===== config.mk =====
export PLATFORM = sky130hd
export DESIGN_NAME = reg_file_ctrl
export DESIGN_NICKNAME = d
export VERILOG_FILES = /design/src/rtl/reg_file_ctrl.sv
export SDC_FILE = /design/constraint.sdc
export NUM_CORES = 1
export LEC_CHECK = 0
export ABC_CLOCK_PERIOD_IN_PS = 3200
export CORE_MARGIN = 2
export CORE_UTILIZATION = 42
export DETAILED_ROUTE_END_ITERATION = 10
export PLACE_DENSITY = 0.8
export SYNTH_ARGS = -nofsm -noshare
export SYNTH_HDL_FRONTEND = slang
export SYNTH_SLANG_ARGS = --single-unit

===== constraint.sdc =====
create_clock -name CLKb -period 3.2 [get_ports CLKb]
set_input_delay 0.8 -clock CLKb [delete_from_list [all_inputs] [get_ports CLKb]]
set_output_delay 0.8 -clock CLKb [all_outputs]
set_load 0.02 [all_outputs]

===== src/rtl/reg_file_ctrl.sv =====
// Instruction sequencer for a register-file/ALU datapath.
// State and IR advance on the falling edge of CLKb; control outputs decode (state, IR).
module reg_file_ctrl (
  input  logic       CLKb,
  input  logic       RSTb,
  input  logic       Execute,
  input  logic [9:0] Instr,
  output logic [2:0] WRA,
  output logic [2:0] RDA0,
  output logic [2:0] RDA1,
  output logic       ENW,
  output logic       ENR0,
  output logic       ENR1,
  output logic       LDA,
  output logic       LDG,
  output logic [2:0] FN,
  output logic       GOUT,
  output logic       EXTRN,
  output logic       Busy,
  output logic       Done,
  output logic       Err
);

  typedef enum logic [2:0] {
    S_IDLE = 3'd0,
    S_T1   = 3'd1,
    S_T2   = 3'd2,
    S_T3   = 3'd3,
    S_FIN  = 3'd4
  } state_t;

  state_t      r_state;
  state_t      w_next;
  logic [9:0]  r_ir;
  logic [3:0]  w_op;
  logic [2:0]  w_rx;
  logic [2:0]  w_ry;
  logic        w_illegal;
  logic        w_alu_path;

  assign w_op       = r_ir[9:6];
  assign w_rx       = r_ir[5:3];
  assign w_ry       = r_ir[2:0];
  assign w_illegal  = w_op[3];
  // Opcodes 2..7 go through the ALU (T2/T3); 0, 1 and illegal finish after T1.
  assign w_alu_path = ~w_op[3] & (w_op[2] | w_op[1]);

  always_ff @(negedge CLKb or negedge RSTb) begin
    if (!RSTb) begin
      r_state <= S_IDLE;
      r_ir    <= '0;
    end else begin
      r_state <= w_next;
      if (r_state == S_IDLE && Execute) begin
        r_ir <= Instr;
      end
    end
  end

  always_comb begin
    w_next = r_state;
    WRA    = '0;
    RDA0   = '0;
    RDA1   = '0;
    ENW    = 1'b0;
    ENR0   = 1'b0;
    ENR1   = 1'b0;
    LDA    = 1'b0;
    LDG    = 1'b0;
    FN     = '0;
    GOUT   = 1'b0;
    EXTRN  = 1'b0;
    Busy   = 1'b0;
    Done   = 1'b0;
    Err    = 1'b0;
    case (r_state)
      S_IDLE: begin
        if (Execute) begin
          w_next = S_T1;
        end
      end
      S_T1: begin
        Busy   = 1'b1;
        w_next = w_alu_path ? S_T2 : S_FIN;
        case (w_op)
          4'd0: begin
            EXTRN = 1'b1;
            ENW   = 1'b1;
            WRA   = w_rx;
          end
          4'd1: begin
            ENR0 = 1'b1;
            RDA0 = w_ry;
            ENW  = 1'b1;
            WRA  = w_rx;
          end
          4'd2, 4'd3, 4'd4, 4'd5, 4'd6: begin
            ENR0 = 1'b1;
            RDA0 = w_rx;
            LDA  = 1'b1;
          end
          4'd7: begin
            ENR0 = 1'b1;
            RDA0 = w_ry;
            LDA  = 1'b1;
          end
          default: ;
        endcase
      end
      S_T2: begin
        Busy   = 1'b1;
        w_next = S_T3;
        LDG    = 1'b1;
        FN     = w_op[2:0];
        // NOT is unary: operand already sits in A, so port 1 stays idle.
        if (w_op != 4'd7) begin
          ENR1 = 1'b1;
          RDA1 = w_ry;
        end
      end
      S_T3: begin
        Busy   = 1'b1;
        w_next = S_FIN;
        GOUT   = 1'b1;
        ENW    = 1'b1;
        WRA    = w_rx;
      end
      S_FIN: begin
        Busy   = 1'b1;
        Done   = 1'b1;
        Err    = w_illegal;
        w_next = S_IDLE;
      end
      default: w_next = S_IDLE;
    endcase
  end

endmodule

==> results_dict.tcl, run 1 <==
set metrics [dict create \
    grt_max_degree 14 \
    fin_tns_setup_ns -14.75 \
    leakage_nw 0.7462 \
    grt_pass1_vias 798 \
    path_buf_inv 2 \
    cp.arrival_ns 3.20 \
    cts_sinks 13 \
    path_class "register to output pin" \
    crit_family "flip-flops" \
    ys_async_sr_fraction_pct 100.0 \
    postRouteAntennaNets 0 \
    layout-drive-gt1-share_pct 72.79 \
    yosysTopAreaCell "dfrtn_1" \
    track_usage_pct 24.15 \
    clock_path_buffers 2 \
    ys.flop_type "dfrtn_1" \
    hp-class "register to register" \
    status "finished, violations left" \
    violations "setup timing" \
    num_rows 15 \
    slew-limit-headroom_pct 79.60 \
    root_buffer "clkbuf_4" \
    drc_errors 0 \
    grt_pass1_wl_um 3588 \
    path_cells "buf_4 > nand2_1 > o31a_1 > and2_4 > buf_6" \
    vias_per_cell 5.255 \
    yosys-top-cells-area "dfrtn_1, mux2_4, and2_1" \
    syn_inst 70 \
    final_cell_count_no_fill 161 \
    drt_iter0_drc 8 \
    avgSynthCellArea_um2 11.23 \
    cts_tree "yes" \
    clk_pin_slew_ns 0.06 \
    syn-cell-area_um2 785.8 \
    swShare_pct 40.73 \
    p_int_w 0.0009201 \
    hold_buffers 0 \
    routabilityCongestion 0.7674 \
    power.switching_w 0.0006324 \
    syn_to_final_growth_pct 93.31 \
    p_clk_share_pct 7.1 \
    vias 846 \
    fp.coreArea_um2 1745 \
    synth_top_area_share_pct 41.40 \
    setup_viol 22 \
    pwr-share-seq_pct 22.7 \
    finalHoldViolations 0 \
    start_util_pct 45.02 \
    rsz0062_at_grt "yes" \
    io_pins 35 \
    tightest_slew_ns 0.3043 \
    ys_types 23 \
    avgRoutedWirePerCell_um 16.37 \
    crit_path_end_kind "output pin" \
    ys_seq_elements 13 \
    htree_num_levels 1 \
    antenna_found_initial 0 \
    finalWirelength_um 2635 \
    p_per_area_nw_per_um2 1022 \
    yosysWarnings 0 \
    dieHeight_um 47.26 \
    ys_top_cells_by_count "and2_1, dfrtn_1, mux2_4, nor2_1, nor3_1" \
    critPathSlowestCell "dfrtn_1" \
    clock_skew_ns 0.001017 \
    crit_path_start_kind "register" \
    dp_hpwl_um 1549 \
    n_antenna_cell 0 \
    synth_edf_count 0 \
    grt_overflow 0 \
    numCtsBuffers 3 \
    die_w_um 47.26 \
    finalNetCount 150 \
    slew_violations 0 \
    port-buffer-count 34 \
    clkLatencyLatePin_ns 0.29 \
    fin_ws_ns -0.8042 \
    dieArea_um2 2233 \
    required_ns 2.40 \
    first_pass_iters 4 \
    synth.net_count 83 \
    pre_cts_slack_ns -0.8908 \
    ir_worst_vdd_mv 0.7290 \
    combPwrFrac_pct 70.1 \
    drv_cap 0 \
    place_inst 145 \
    worstPathMaxFanout 5 \
    max_stage_delay_ns 0.52 \
    yosysSeqAreaShare_pct 41.40 \
]
-- worst reg2reg max path: cells and delay by family, from the launching register on --
| family | cells | cell delay, ns |
|---|---|---|
| AND/OR/NAND/NOR | 1 | 0.33 |
| flip-flops | 1 | 0.42 |
| buffers and inverters | 2 | 0.37 |
| multiplexers | 1 | 0.30 |
-- timing repair --
action | CTS | global route
buffers inserted | 6 | 7
setup endpoints to repair | 32 | 28
pin swaps | 14 | 4
resized for setup | 129 | 28
-- path summary, 6_finish.rpt --
check | from | endpoint | slack, ns | cells past startpoint
max | r_ir[8]$_DFFE_NN0P_ | RDA1[0] | -0.80 | 5
min | r_ir[0]$_DFFE_NN0P_ | r_ir[0]$_DFFE_NN0P_ | 0.50 | 1
max reg2reg | r_state[1]$_DFFE_NN0P_ | r_ir[4]$_DFFE_NN0P_ | 1.64 | 4
min reg2reg | r_ir[0]$_DFFE_NN0P_ | r_ir[0]$_DFFE_NN0P_ | 0.50 | 1
max in group asynchronous | RSTb | r_ir[2]$_DFFE_NN0P_ | 0.72 | 2
min in group asynchronous | RSTb | r_ir[5]$_DFFE_NN0P_ | 2.29 | 2
-- stage by stage --
stage                     power [W]  hold WS (ns)  util, %  instance area, um2
after global routing       0.001628        0.5215    87.03                1519
after global placement     0.001130        0.4788    75.05                1310
after floorplan           0.0008037        0.4563        -               823.3
final                      0.001553        0.5024    87.03                1519
after detailed placement   0.001152        0.4854    75.05                1310
after CTS                  0.001359        0.4918    81.22                1418
-- sequential cells by signal, summed over array words and instances (netlist names) --
| signal | flops |
|---|---|
| r_state | 3 |
| r_ir | 10 |
-- logic make-up (layout without fill, tap and decap cells) --
kind of cell,count (synthesis),in the layout,synth area share (%)
and+or+nand+nor,31,31,24.84
muxes,9,9,16.72
DFF,13,13,41.40
xor gates and xnor gates,2,2,2.230
AOI/OAI and AO/OA,10,10,10.51
buffers and inverters,5,71,4.298
-- power groups by stage --
stage | combinational [W] | sequential (W) | clock [W]
floorplan | 0.000487 | 0.000316 | 0
global placement | 0.000797 | 0.000333 | 0
detailed placement | 0.000815 | 0.000337 | 0
CTS | 0.000911 | 0.000342 | 0.000106
global route | 0.00115 | 0.000359 | 0.000118
finish | 0.00109 | 0.000353 | 0.000111
-- cell type report --
cell class | instances | area (um2)
timing repair buffer | 65 | 585.6
fill | 91 | 226.5
inverter | 2 | 7.507
multi-input combinational | 52 | 543.0
sequential | 13 | 325.3
clock buffer | 4 | 26.28
tap | 25 | 31.28
-- metal layers --
layer	GRT usage, %	part of all wire, %
met5	0	0
met4	14.44	4.0
met3	3.846	3.9
met2	43.24	54
met1	26.38	38
-- cells in the final DEF (no fill, tap or decap), types with 2 or more instances in the layout --
cell / n
a32o_2: 2
and2_2: 4
and2_4: 9
and3_4: 2
buf_2: 5
buf_4: 27
buf_6: 22
clkbuf_4: 3
clkdlybuf4s50_1: 11
dfrtn_1: 13
mux2_4: 9
nand2_1: 2
nor2_2: 2
nor2_4: 2
nor3_2: 2
nor3_4: 2
o21a_2: 2
o31a_1: 2
Power figures use the tool's default switching activity.
==> inputs of run 2 (changes only) <==
--- a/config.mk
+++ b/config.mk
@@ -5,7 +5,9 @@
 export SDC_FILE = /design/constraint.sdc
 export NUM_CORES = 1
 export LEC_CHECK = 0
+export ABC_AREA = 0
 export ABC_CLOCK_PERIOD_IN_PS = 3200
+export CAP_MARGIN = 15
 export CORE_MARGIN = 2
 export CORE_UTILIZATION = 42
 export DETAILED_ROUTE_END_ITERATION = 10
==> results of run 2 <==
The final DEF is identical to that of run 1; final timing and power are the same.
==> inputs of run 3 (changes only) <==
--- a/config.mk
+++ b/config.mk
@@ -9,9 +9,9 @@
 export ABC_CLOCK_PERIOD_IN_PS = 3200
 export CAP_MARGIN = 15
 export CORE_MARGIN = 2
-export CORE_UTILIZATION = 42
+export CORE_UTILIZATION = 43
 export DETAILED_ROUTE_END_ITERATION = 10
-export PLACE_DENSITY = 0.8
+export PLACE_DENSITY = 0.82
 export SYNTH_ARGS = -nofsm -noshare
 export SYNTH_HDL_FRONTEND = slang
 export SYNTH_SLANG_ARGS = --single-unit
==> run 3 against run 2 <==
  * The flow now stops in clock tree synthesis
  * Area after synthesis stayed put
  * Synthesized cell count stayed put
==> results_dict.tcl, run 3 <==
set metrics [dict create \
    ys_seq_elements 13 \
    ys.flop_type "dfrtn_1" \
    avgSynthCellArea_um2 11.23 \
    ys_types 23 \
    dp_hpwl_um 1600 \
    port-buffer-count 34 \
    status "stopped before the end" \
    synth_top_area_share_pct 41.40 \
    clock_path_buffers 2 \
    hold_buffers 0 \
    ys_top_cells_by_count "and2_1, dfrtn_1, mux2_4, nor2_1, nor3_1" \
    tool.error "[ERROR DPL-0038] Utilization greater than 100%, impossible to legalize" \
    syn_inst 70 \
    stop_stage "clock tree synthesis" \
    num_rows 15 \
    synth.net_count 83 \
    yosysSeqAreaShare_pct 41.40 \
    htree_num_levels 1 \
    syn-cell-area_um2 785.8 \
    yosysWarnings 0 \
    routabilityCongestion 0.8250 \
    start_util_pct 45.51 \
    yosysTopAreaCell "dfrtn_1" \
    yosys-top-cells-area "dfrtn_1, mux2_4, and2_1" \
    die_w_um 46.75 \
    postCtsSetupBuffers 37 \
    root_buffer "clkbuf_4" \
    io_pins 35 \
    synth_edf_count 0 \
    post_cts_resized 166 \
    cts_sinks 13 \
    numCtsBuffers 3 \
    ys_async_sr_fraction_pct 100.0 \
    dieHeight_um 46.75 \
]
==> run 3: cell counts after synthesis <==
No cell type changed its count.
==> run 3: kinds of logic after synthesis <==
| kind of cell | Yosys count | synth area share, % |
|---|---|---|
| compound gates | 10 | 10.51 |
| xor+xnor | 2 | 2.230 |
| buf+inv | 5 | 4.298 |
| flops | 13 | 41.40 |
| mux | 9 | 16.72 |
| simple gates | 31 | 24.84 |
==> run 3: metrics by stage <==
step | setup slack [ns] | TNS (ns) | cell area [um2] | instances
detailed placement | -0.8932 | -23.27 | 1318 | 146
global placement | -0.8419 | -22.21 | 1318 | 146
floorplan | -0.5187 | -6.425 | 823.3 | 70
==> inputs of run 4 (changes only) <==
--- a/config.mk
+++ b/config.mk
@@ -8,10 +8,10 @@
 export ABC_AREA = 0
 export ABC_CLOCK_PERIOD_IN_PS = 3200
 export CAP_MARGIN = 15
-export CORE_MARGIN = 2
-export CORE_UTILIZATION = 43
+export CORE_AREA = 2 2 63 65
 export DETAILED_ROUTE_END_ITERATION = 10
-export PLACE_DENSITY = 0.82
+export DIE_AREA = 0 0 65 67
+export PLACE_DENSITY_LB_ADDON = 0.15
 export SYNTH_ARGS = -nofsm -noshare
 export SYNTH_HDL_FRONTEND = slang
 export SYNTH_SLANG_ARGS = --single-unit
==> run 4 against run 3 <==
  * The flow now finishes, with violations (setup timing)
==> results_dict.tcl, run 4 (synthesis results as in run 1) <==
set metrics [dict create \
    status "finished, violations left" \
    violations "setup timing" \
    vias_per_cell 4.195 \
    vias 797 \
    drc_errors 0 \
    start_util_pct 21.79 \
    largest_register "r_ir" \
    crit_path_start_kind "register" \
    whs_ns 0.4953 \
    clk_pin_slew_ns 0.04 \
    syn_to_final_growth_pct 108.3 \
    fp.coreArea_um2 3606 \
    grt_overflow 0 \
    finalWirelength_um 2376 \
    layout-drive-gt1-share_pct 71.13 \
    largest_reg_flops 10 \
    clock_skew_ns 0.004316 \
    clkLatencyLatePin_ns 0.26 \
    cp-endpoint "RDA0[2]" \
    num_rows 22 \
    rr_worst_depth 6 \
    antenna_found_initial 0 \
    cp.arrival_ns 3.15 \
    postRouteAntennaNets 0 \
    htree_num_levels 1 \
    track_usage_pct 12.09 \
    slew_violations 0 \
    critPathSlowestCell "dfrtn_1" \
    n_antenna_cell 0 \
    hp-class "register to register" \
    final_common_cell "buf_4" \
    reg2reg_from "r_state[2]$_DFFE_NN0P_" \
    ff2ff_setup_slack_ns 1.43 \
    tightest_slew_ns 0.3196 \
    port-buffer-count 34 \
    critical_path_cell_count 5 \
    first_pass_iters 4 \
    grt_max_degree 14 \
    root_buffer "clkbuf_8" \
    avgRoutedWirePerCell_um 12.51 \
    clock_path_buffers 2 \
    ir_worst_vdd_mv 0.3529 \
    max_stage_delay_ns 0.39 \
    drt_iter0_drc 15 \
    reg2reg_to "r_ir[3]$_DFFE_NN0P_" \
    numCtsBuffers 3 \
    p_per_area_nw_per_um2 984.6 \
    leakage_nw 0.7889 \
    crit_path_end_kind "output pin" \
    cts_sinks 13 \
    dieHeight_um 67 \
    drv_cap 0 \
    final_cell_count_no_fill 190 \
    finalNetCount 156 \
    dp_hpwl_um 1708 \
    finalHoldViolations 0 \
    path_cells "buf_6 > nor3b_4 > buf_4 > a32o_2 > buf_6" \
    die_w_um 65 \
    final_cell_mix "buf_4, buf_6, dfrtn_1, clkdlybuf4s50_1" \
    required_ns 2.40 \
    crit_start "r_state[2]$_DFFE_NN0P_" \
    path_buf_inv 3 \
    slew-limit-headroom_pct 78.60 \
    fin_ws_ns -0.7507 \
    path_class "register to output pin" \
    utilization_pct 45.39 \
    pre_cts_slack_ns -0.8925 \
    grt_pass1_vias 817 \
    cts_tree "yes" \
    dieArea_um2 4355 \
    grt_pass1_wl_um 3836 \
    setup_viol 22 \
    place_inst 172 \
    io_pins 35 \
    routabilityCongestion 0.7417 \
    reg_top3 "r_ir (10), r_state (3)" \
    path_common_cell "buf_6" \
    crit_family "buffers and inverters" \
    rsz0062_at_grt "yes" \
    worstPathMaxFanout 7 \
]
-- run 4: what timing repair did --
| item | in CTS | in global routing |
|---|---|---|
| gates resized for setup | 147 | 17 |
| hold buffers | 0 | 0 |
| endpoints found under the setup margin | 32 | 31 |
| pin swaps | 13 | 6 |
| buffers inserted | 12 | 5 |
-- run 4: how the worst min path moves through the flow --
| stage | startpoint | to | cells past startpoint |
|---|---|---|---|
| 2_1_floorplan | r_ir[0]$_DFFE_NN0P_ | r_ir[0]$_DFFE_NN0P_ | 1 |
| 3_3_place_gp | r_ir[4]$_DFFE_NN0P_ | r_ir[4]$_DFFE_NN0P_ | 1 |
| 3_5_place_dp | r_ir[4]$_DFFE_NN0P_ | r_ir[4]$_DFFE_NN0P_ | 1 |
| 4_1_cts | r_ir[5]$_DFFE_NN0P_ | r_ir[5]$_DFFE_NN0P_ | 1 |
| 5_1_grt | r_ir[4]$_DFFE_NN0P_ | r_ir[4]$_DFFE_NN0P_ | 1 |
| 6_report | r_ir[4]$_DFFE_NN0P_ | r_ir[4]$_DFFE_NN0P_ | 1 |
-- run 4: area by class of cell --
cell class,instances,area [um2]
Timing Repair Buffer,71,654.4
Inverter,2,7.507
Multi-Input combinational cell,52,544.3
Sequential cell,13,325.3
Fill cell,361,1969
Clock buffer,4,45.04
Tap cell,48,60.06
-- run 4: worst reg2reg max path, cell delays in order (launching register included) --
cell	delay (ns)
dfrtn_1	0.39
buf_4	0.16
buf_4	0.13
buf_4	0.13
nor4b_4	0.31
buf_4	0.20
mux2_4	0.29
-- run 4: power by group --
group | internal [W] | switching, W
clock network | 0.0000880 | 0.0000594
registers | 0.000253 | 0.0000829
logic | 0.000666 | 0.000462
-- run 4: through the flow --
step / TNS, ns / power [W] / cell area [um2]
after global placement: -23.52 / 0.001188 / 1369
after floorplan: -6.425 / 0.0008037 / 823.3
after detailed placement: -23.79 / 0.001201 / 1369
after CTS: -13.61 / 0.001537 / 1559
after global routing: -15.57 / 0.001724 / 1637
final: -14.08 / 0.001611 / 1637
-- run 4: per-layer routing --
layer	global-route usage [%]	vias to the layer above	wire length, um
li1	-	391	-
met1	14.30	377	988
met2	20.62	24	1228
met3	1.858	5	102
met4	7.181	0	56
met5	0	-	0
